### config.mk
export PLATFORM = sky130hd
export DESIGN_NAME = prefetch_fetch_unit
export DESIGN_NICKNAME = d
export VERILOG_FILES = /design/src/rtl/prefetch_fetch_unit.sv
export SDC_FILE = /design/constraint.sdc
export NUM_CORES = 1
export LEC_CHECK = 0
export ABC_CLOCK_PERIOD_IN_PS = 6200
export CAP_MARGIN = 20
export CORE_MARGIN = 2
export CORE_UTILIZATION = 40
export CTS_BUF_LIST = sky130_fd_sc_hd__clkbuf_8
export DETAILED_ROUTE_END_ITERATION = 8
export GPL_TIMING_DRIVEN = 1
export SYNTH_ARGS = -nofsm -noshare
export SYNTH_HDL_FRONTEND = slang
export SYNTH_SLANG_ARGS = --single-unit
### constraint.sdc
create_clock -name sysclk -period 6.2 [get_ports sysclk]
set_clock_uncertainty 0.05 [all_clocks]
set_input_delay 0.93 -clock sysclk [delete_from_list [all_inputs] [get_ports sysclk]]
set_output_delay 0.93 -clock sysclk [all_outputs]
set_load 0.05 [all_outputs]
### src/rtl/prefetch_fetch_unit.sv
// Instruction-fetch front end: issues reads to a 1-cycle BRAM, buffers words with
// their PCs in a prefetch FIFO and hands them to decode over valid/ready.
module prefetch_fetch_unit #(
  parameter int unsigned         PC_WIDTH    = 12,
  parameter int unsigned         INSTR_WIDTH = 32,
  parameter int unsigned         FIFO_DEPTH  = 4,
  parameter logic [PC_WIDTH-1:0] RESET_PC    = '0
) (
  input  logic                            sysclk,
  input  logic                            rst,
  output logic                            imem_rd_en,
  output logic [PC_WIDTH-1:0]             imem_addr,
  input  logic [INSTR_WIDTH-1:0]          imem_rdata,
  input  logic                            redirect,
  input  logic [PC_WIDTH-1:0]             redirect_pc,
  output logic                            instr_valid,
  input  logic                            instr_ready,
  output logic [INSTR_WIDTH-1:0]          instr,
  output logic [PC_WIDTH-1:0]             instr_pc,
  output logic [PC_WIDTH-1:0]             instr_pc_plus4,
  output logic [$clog2(FIFO_DEPTH):0]     fifo_count
);

  localparam int unsigned PTR_W = $clog2(FIFO_DEPTH);
  localparam int unsigned CNT_W = PTR_W + 1;

  typedef struct packed {
    logic [INSTR_WIDTH-1:0] word;
    logic [PC_WIDTH-1:0]    pc;
  } entry_t;

  logic [PC_WIDTH-1:0] fetch_pc;
  logic [PC_WIDTH-1:0] req_pc;
  logic                inflight;
  logic [CNT_W-1:0]    count;
  logic [PTR_W-1:0]    wr_ptr;
  logic [PTR_W-1:0]    rd_ptr;
  entry_t              mem [FIFO_DEPTH];

  logic [CNT_W:0]      occupancy;
  logic                credit;
  logic                push;
  logic                pop;
  entry_t              head;
  logic                unused_pc_lsbs;

  assign unused_pc_lsbs = ^redirect_pc[1:0];

  // Credit counts in-flight reads so a returning word always finds a free slot.
  assign occupancy  = {1'b0, count} + (CNT_W+1)'(inflight);
  assign credit     = occupancy < (CNT_W+1)'(FIFO_DEPTH);
  assign imem_rd_en = rst & (redirect | credit);
  assign imem_addr  = redirect ? {redirect_pc[PC_WIDTH-1:2], 2'b00} : fetch_pc;

  assign push        = inflight & ~redirect;
  assign instr_valid = (count != '0) & ~redirect;
  assign pop         = instr_valid & instr_ready;

  assign head           = mem[rd_ptr];
  assign instr          = head.word;
  assign instr_pc       = head.pc;
  assign instr_pc_plus4 = head.pc + PC_WIDTH'(4);
  assign fifo_count     = count;

  // Fetch PC, request tracking and FIFO bookkeeping; redirect flushes everything.
  always_ff @(posedge sysclk or negedge rst) begin
    if (!rst) begin
      fetch_pc <= RESET_PC;
      req_pc   <= RESET_PC;
      inflight <= 1'b0;
      count    <= '0;
      wr_ptr   <= '0;
      rd_ptr   <= '0;
    end else begin
      inflight <= imem_rd_en;
      if (imem_rd_en) begin
        req_pc   <= imem_addr;
        fetch_pc <= imem_addr + PC_WIDTH'(4);
      end
      if (redirect) begin
        count  <= '0;
        wr_ptr <= '0;
        rd_ptr <= '0;
      end else begin
        if (push) wr_ptr <= wr_ptr + PTR_W'(1);
        if (pop)  rd_ptr <= rd_ptr + PTR_W'(1);
        case ({push, pop})
          2'b10:   count <= count + CNT_W'(1);
          2'b01:   count <= count - CNT_W'(1);
          default: count <= count;
        endcase
      end
    end
  end

  // Payload storage needs no reset; validity is carried by count.
  always_ff @(posedge sysclk) begin
    if (push) mem[wr_ptr] <= '{word: imem_rdata, pc: req_pc};
  end

endmodule

==> results.toml, run 1 <==
[floorplanning]
ioPinCount = 121
die_w_um = 147
rows = 52
core_area_um2 = 20200
floorplan.initialDensity = 0.407
dieArea_um2 = 21700
die_h_um = 147

[power]
p_sw_mw = 1.01
pwr-share-clk = 0.324
sw_frac_of_total = 0.290
power_leakage_nw = 3.52
peakVddDrop_mv = 0.131
power.density_nw_per_um2 = 337
power_frac_comb = 0.196
p_int_mw = 2.47
seqPwrFrac = 0.480

[worst_setup_path]
r2r_cells = 3
rr_startpoint = "inflight"
arrival_ps = 3610
startpoint_type = "flop"
max_stage_delay_ps = 1050
critPathRequiredTime_ps = 5220
critPathBufInv = 1
rrSetupSlack_ps = 3790
rr_endpoint = "mem[2][40]"
cp_num_cells = 5
crit_end = "instr_pc_plus4[11]"
end_kind = "output pin"
worstPathMaxFanout = 46
path_class = "flop to output pin"
crit_chain = "mux4_1, and3_1, nand4_1, xnor2_1, clkdlybuf4s50_1"
critPathSlowestCell = "dfrtp_4"
critical_path.startpoint = "rd_ptr[0]"
cpLargestDelayFamily = "flip-flops"

[route]
drt_first_pass_iters = 4
vias = 4256
drt_iter0_drc = 205
wirelength_um = 15600
wl_per_cell_um = 18.2
final_antenna_net_count = 0
routed_via_density = 4.95
drcViolationCount = 0

[global_route]
grtUsageTotal = 0.147
grt_max_degree = 47
grt_pass1_vias = 4523
grt_pass1_wl_um = 24600
grt_antenna_before_repair = 0
gr-total-overflow = 0

[clock_network]
clk_latency_ps = 510
cts_setup_buffers = 0
cts_buffer_depth = 3
cts-root-buf = "clkbuf_8"
cts_tree = "built"
cts_made_buffers = 36
htree_levels = 2
holdBufCountCts = 0
clock-sinks = 206
clk_pin_slew_ps = 60
cts.repair.resized = 0

[synth]
synthDistinctLibCells = 46
postSynthCellCount = 422
ys_seq_area_frac = 0.734
ys_ff_latch = 206
yosys_warnings = 0
synth_fp_nets = 477
syn-cell-area_um2 = 8230
synth_edf_count = 176
synth_area_per_cell_um2 = 19.5
synthFlopType = "edfxtp_1"
async_flop_share = 0.146

[timing]
slew_violations = 0
fin_tns_setup_ps = 0
timing_hold_violations_final = 0
fin_ws_ps = 1610
tightest_slew_ps = 955
timing.final.crit_share = 0.740
period_minus_slack_ps = 4590
rsz0062_at_grt = "false"
whs_ps = 437
max_slew_margin = 0.363
setup_viol = 0
max_freq_ghz = 0.218

[final_layout]
final_nets = 620
layout_commonest_cell = "edfxtp_1"
final.fill_count = 1668
layout_common_cells = "edfxtp_1 (176), clkdlybuf4s50_1 (118), mux4_2 (41)"
area_delta_synth_final_pct = 25.7
diodes = 0
final_area_um2 = 10300
drive_above_1_share = 0.197
final_cells = 859

[hold_path]
min-delay-start = "fetch_pc[11]"
hold_class = "flop to flop"

[job]
maxCapViolations = 0

[placed_design]
dp_hpwl_um = 9380
place_area_um2 = 9690
place_ws_ps = 2030
port_buffers = 118
gp_congestion = 0.730
place_inst = 797

[outcome]
outcome = "finished clean"
==> logic make-up (layout without fill, tap and decap cells) <==
kind of cell / count (synthesis) / count (layout) / synth area share
XOR/XNOR: 15 / 15 / 0.0160
AO/OA/AOI/OAI: 37 / 37 / 0.0324
adder cells (fa/ha/maj): 7 / 7 / 0.0116
AND/OR/NAND/NOR: 62 / 62 / 0.0411
buffers and inverters: 35 / 202 / 0.0221
multiplexers: 60 / 60 / 0.143
flip-flops: 206 / 206 / 0.734
==> cell type report <==
class / instances / area (µm²) / area share
timing repair buffer: 126 / 1240 / 0.120
sequential: 206 / 6040 / 0.584
tap: 270 / 338 / 0.0327
clock inverter: 24 / 133 / 0.0128
clock buffer: 38 / 523 / 0.0506
multi-input combinational: 181 / 2010 / 0.195
inverter: 14 / 52.6 / 0.00508
==> worst min-delay path by stage <==
stage,end,depth (start not counted)
2_1_floorplan,fetch_pc[10],2
6_report,fetch_pc[11],2
4_1_cts,fetch_pc[11],2
3_3_place_gp,fetch_pc[10],2
3_5_place_dp,fetch_pc[10],2
5_1_grt,fetch_pc[11],2
==> worst reg2reg max path: stages, from the launching register on <==
cell     delay, ps
dfrtp_1        600
nor2b_1        270
and2_2         760
buf_4          400
==> sequential cells by signal, summed over array words and instances (netlist names) <==
name / cells
mem: 176
wr_ptr: 2
req_pc: 10
rd_ptr: 2
fetch_pc: 12
inflight: 1
fifo_count: 3
==> metal layers <==
layer / part of all wire / GRT usage
met5: 0 / 0
met3: 0.051 / 0.0330
met1: 0.46 / 0.207
met2: 0.47 / 0.225
met4: 0.019 / 0.0591
==> cell usage after synthesis, drive strengths merged, types with 5 or more instances <==
cell      n  area [µm²]
a21oi     7        35.0
mux2      9         101
nor2      8        30.0
xnor2    12         105
dfrtp    30         751
buf      16         110
mux4     44        1000
ha        6        75.1
clkbuf    5        18.8
edfxtp  176        5290
nand2    18        67.6
o21ai    12        63.8
and2      6        40.0
nor3      5        25.0
o31ai     5        37.5
inv      14        52.6
mux2i     7        73.8
==> through the flow <==
stage / total power, mW / utilization
final: 3.48 / 0.511
after global routing: 3.63 / 0.511
after CTS: 3.53 / 0.511
after detailed placement: 2.39 / 0.479
after global placement: 2.37 / 0.479
after floorplan: 2.16 / -
==> power groups by stage <==
stage | logic, mW | clock network [mW] | registers, mW
after detailed placement | 0.686 | 0 | 1.70
after floorplan | 0.490 | 0 | 1.67
final | 0.681 | 1.13 | 1.67
after global placement | 0.680 | 0 | 1.69
after global routing | 0.720 | 1.23 | 1.69
after CTS | 0.688 | 1.17 | 1.67
No activity file was read; power rests on OpenSTA's default activity.
==> run 2: changes to the inputs <==
- ABC_CLOCK_PERIOD_IN_PS: 6200 -> 4690
- clock period: 6.2 -> 4.69 ns (I/O delays scaled with it)
==> run 2 against run 1 <==
Critical path depth unchanged. Via count rose by 1.8%. Clock power rose by 24%. Global-route usage decreased by 0.19 points. Non-clock buffer count rose by 2. Wire length fell by 1.6%. Critical endpoint unchanged. Largest power group unchanged.
==> results.toml, run 2 (same netlist as run 1, synthesis figures left out) <==
[outcome]
outcome = "finished clean"

[worst_setup_path]
rrSetupSlack_ps = 2530
path_class = "flop to output pin"
arrival_ps = 3220
critPathRequiredTime_ps = 3940
startpoint_type = "flop"
max_stage_delay_ps = 820
end_kind = "output pin"
worstPathMaxFanout = 25
critPathBufInv = 1
critPathSlowestCell = "clkdlybuf4s50_1"
cpLargestDelayFamily = "buffers and inverters"
crit_chain = "mux4_1, and3_1, nand4_1, xnor2_1, clkdlybuf4s50_1"

[timing]
tightest_slew_ps = 745
rsz0062_at_grt = "false"
timing_hold_violations_final = 0
max_slew_margin = 0.502
fin_tns_setup_ps = 0
setup_viol = 0
period_minus_slack_ps = 3980
timing.final.crit_share = 0.848
whs_ps = 434
slew_violations = 0
max_freq_ghz = 0.252

[clock_network]
clk_latency_ps = 510
cts.repair.resized = 0
cts_setup_buffers = 0
htree_levels = 2
cts_tree = "built"
holdBufCountCts = 0
cts-root-buf = "clkbuf_8"
clk_pin_slew_ps = 50
cts_buffer_depth = 3
clock-sinks = 206
cts_made_buffers = 35

[final_layout]
layout_commonest_cell = "edfxtp_1"
diodes = 0
area_delta_synth_final_pct = 25.9
largest_reg_flops = 176
layout_common_cells = "edfxtp_1 (176), clkdlybuf4s50_1 (117), mux4_2 (41)"
reg_top3 = "mem: 176 flops, fetch_pc: 12 flops, req_pc: 10 flops"
final_nets = 621
drive_above_1_share = 0.202
largest-register = "mem"
final.fill_count = 1680

[hold_path]
hold_class = "flop to flop"

[floorplanning]
dieArea_um2 = 21700
ioPinCount = 121
core_area_um2 = 20200
die_h_um = 147
rows = 52
floorplan.initialDensity = 0.407
die_w_um = 147

[global_route]
grtUsageTotal = 0.145
grt_pass1_wl_um = 24400
grt_pass1_vias = 4583
gr-total-overflow = 0
grt_antenna_before_repair = 0
grt_max_degree = 37

[route]
drcViolationCount = 0
wl_per_cell_um = 17.9
routed_via_density = 5.04
wirelength_um = 15400
final_antenna_net_count = 0
drt_iter0_drc = 174
vias = 4331
drt_first_pass_iters = 4

[power]
total_power_mw = 4.51
power.density_nw_per_um2 = 436
power_leakage_nw = 3.53
peakVddDrop_mv = 0.243

[job]
maxCapViolations = 0

[placed_design]
port_buffers = 118
dp_hpwl_um = 9650
gp_congestion = 0.813
run 2: report_power, final:
group / switching (mW) / leakage, nW / total (mW) / internal [mW]
Combinational: 0.567 / 1.19 / 0.918 / 0.351
Sequential: 0.0817 / 1.97 / 2.19 / 2.11
Clock: 0.667 / 0.363 / 1.40 / 0.732
Total: 1.32 / 3.53 / 4.51 / 3.20
run 2: worst paths after layout:
path                                    start                  to  depth (start not counted)
worst max register to register  fifo_count[1]       fifo_count[2]                          7
max in group asynchronous                 rst           rd_ptr[0]                          2
worst min register to register   fetch_pc[11]        fetch_pc[11]                          2
worst max-delay path                rd_ptr[0]  instr_pc_plus4[11]                          5
worst min-delay path             fetch_pc[11]        fetch_pc[11]                          2
min in group asynchronous                 rst         fetch_pc[5]                          2
run 2: metal layers:
metal	wire (µm)	GRT usage	vias to the layer above
met2	7450	0.240	124
met5	0	0	-
met1	6870	0.191	2208
met3	756	0.0312	25
li1	-	-	1974
met4	295	0.0529	0
run 2: final cells by class:
| class | instances | area [µm²] | area share |
|---|---|---|---|
| multi-input combinational | 181 | 2010 | 0.194 |
| clock buffer | 37 | 509 | 0.0492 |
| clock inverter | 24 | 108 | 0.0104 |
| tap | 270 | 338 | 0.0326 |
| timing repair buffer | 128 | 1290 | 0.125 |
| inverter | 14 | 52.6 | 0.00508 |
| sequential | 206 | 6040 | 0.584 |
run 2: worst register-to-register path: stages, from the launching register on:
cell and delay [ps]:
dfrtp_1 450, nor3_1 450, nor4_1 130, fa_1 410, nor2_1 100, nand4b_1 140, o211a_1 160, o31ai_1 170
run 2: metrics by stage:
| stage | worst slack [ps] | cells | utilization | instance area, µm² |
|---|---|---|---|---|
| after floorplan | 1510 | 422 | - | 8230 |
| after global placement | 818 | 799 | 0.481 | 9740 |
| after detailed placement | 783 | 799 | 0.481 | 9740 |
| after CTS | 614 | 860 | 0.512 | 10400 |
| after global routing | 504 | 860 | 0.512 | 10400 |
| final | 714 | 860 | 0.512 | 10400 |
==> run 3: changes to the inputs <==
- ABC_CLOCK_PERIOD_IN_PS: 4690 -> 3550
- clock period: 4.69 -> 3.55 ns (I/O delays scaled with it)
==> run 3 against run 2 <==
Power rose by 39%. Combinational power is 45% higher. Hold slack improved by 14 ps. Cell count grew 0.93%. Wire length is 1.7% higher. Sequential power grew 32%.
==> results.toml, run 3 (same netlist as run 1, synthesis figures left out) <==
[clock_network]
cts_tree = "built"
clk_latency_ps = 500
cts-root-buf = "clkbuf_8"
cts_setup_buffers = 0
holdBufCountCts = 0
htree_levels = 2
clk_pin_slew_ps = 60
cts.repair.resized = 0
cts_buffer_depth = 3
cts_made_buffers = 35
clock-sinks = 206

[timing]
slew_violations = 0
max_freq_ghz = 0.304
tightest_slew_ps = 759
rsz0062_at_grt = "false"
fin_ws_ps = 264
max_slew_margin = 0.492
setup_viol = 0
fin_tns_setup_ps = 0
period_minus_slack_ps = 3290
timing.final.crit_share = 0.926
timing_hold_violations_final = 0

[worst_setup_path]
critPathRequiredTime_ps = 2970
rr_endpoint = "fifo_count[2]"
critical_path.startpoint = "rd_ptr[0]"
rr_startpoint = "fifo_count[0]"
worstPathMaxFanout = 16
crit_end = "instr_pc_plus4[8]"
arrival_ps = 2700
end_kind = "output pin"
path_class = "flop to output pin"
startpoint_type = "flop"
r2r_cells = 7
rrSetupSlack_ps = 1290

[route]
drt_iter0_drc = 242
wirelength_um = 15600
final_antenna_net_count = 0
vias = 4341
routed_via_density = 5.00
wl_per_cell_um = 18.0
drt_first_pass_iters = 4
drcViolationCount = 0

[global_route]
gr-total-overflow = 0
grt_antenna_before_repair = 0
grt_pass1_vias = 4615
grtUsageTotal = 0.148
grt_pass1_wl_um = 24900
grt_max_degree = 36

[hold_path]
hold_class = "flop to flop"
min-delay-start = "fetch_pc[9]"

[floorplanning]
floorplan.initialDensity = 0.407
core_area_um2 = 20200
die_w_um = 147
die_h_um = 147
rows = 52
dieArea_um2 = 21700
ioPinCount = 121

[power]
pwr-share-clk = 0.325
sw_frac_of_total = 0.283
power_frac_comb = 0.213
p_sw_mw = 1.77
peakVddDrop_mv = 0.269
p_int_mw = 4.49
power.density_nw_per_um2 = 585
power_leakage_nw = 3.70
seqPwrFrac = 0.462

[outcome]
outcome = "finished clean"

[final_layout]
final_area_um2 = 10700
largest_reg_flops = 176
final.fill_count = 1626
final_cells = 868
reg_top3 = "mem: 176 flops, fetch_pc: 12 flops, req_pc: 10 flops"
layout_common_cells = "edfxtp_1 (176), clkdlybuf4s50_1 (95), mux4_2 (41)"
largest-register = "mem"
utilization = 0.529
final_nets = 628
layout_commonest_cell = "edfxtp_1"
area_delta_synth_final_pct = 30.1
drive_above_1_share = 0.242
diodes = 0

[placed_design]
port_buffers = 118
gp_congestion = 0.790
place_area_um2 = 10000
place_ws_ps = 508
dp_hpwl_um = 10000
place_inst = 806

[job]
maxCapViolations = 0
[run 3: cell count changes in the layout (fill, tap and decap cells not counted), sizes merged]
cell / change
buf: +29
bufinv: +2
clkbuf: +2
clkdlybuf4s50: -22
clkinv: -1
clkinvlp: -1
inv: -1
[run 3: power groups by stage]
stage	combinational, mW	clock [mW]	sequential (mW)
final	1.33	2.03	2.89
after global routing	1.41	2.21	2.91
after CTS	1.35	2.11	2.89
after detailed placement	1.35	0	2.94
after global placement	1.34	0	2.93
after floorplan	0.856	0	2.91
[run 3: layout make-up]
type / count / area (µm²) / share of cell area
sequential: 206 / 6040 / 0.565
multi-input combinational: 181 / 2010 / 0.188
timing repair buffer: 135 / 1580 / 0.147
clock buffer: 39 / 537 / 0.0502
tap: 270 / 338 / 0.0316
clock inverter: 23 / 141 / 0.0132
inverter: 14 / 52.6 / 0.00491
[run 3: stage by stage]
stage	hold WS (ps)	power (mW)
floorplan	187	3.76
global placement	412	4.27
detailed placement	435	4.29
CTS	449	6.35
global route	486	6.53
finish	448	6.26
[run 3: critical path: stages, from the launching register on]
cell and delay, ps:
dfrtp_4 650, buf_12 230, mux4_2 590, ha_1 260
nand4_1 100, xnor2_1 190, buf_12 180
[run 3: layer usage]
metal	global-route usage	up-vias	wire, µm
met5	0	-	0
met4	0.0447	0	264
met3	0.0401	26	893
met2	0.247	131	7610
met1	0.191	2195	6870
li1	-	1989	-
[run 3: how the worst min path moves through the flow]
stage | end | slack, ps | cells after the start
after global routing | fetch_pc[10] | 490 | 2
after CTS | fetch_pc[11] | 450 | 2
after global placement | fetch_pc[10] | 410 | 2
after detailed placement | fetch_pc[11] | 430 | 2
after floorplan | fetch_pc[0] | 190 | 0
final | fetch_pc[9] | 450 | 2
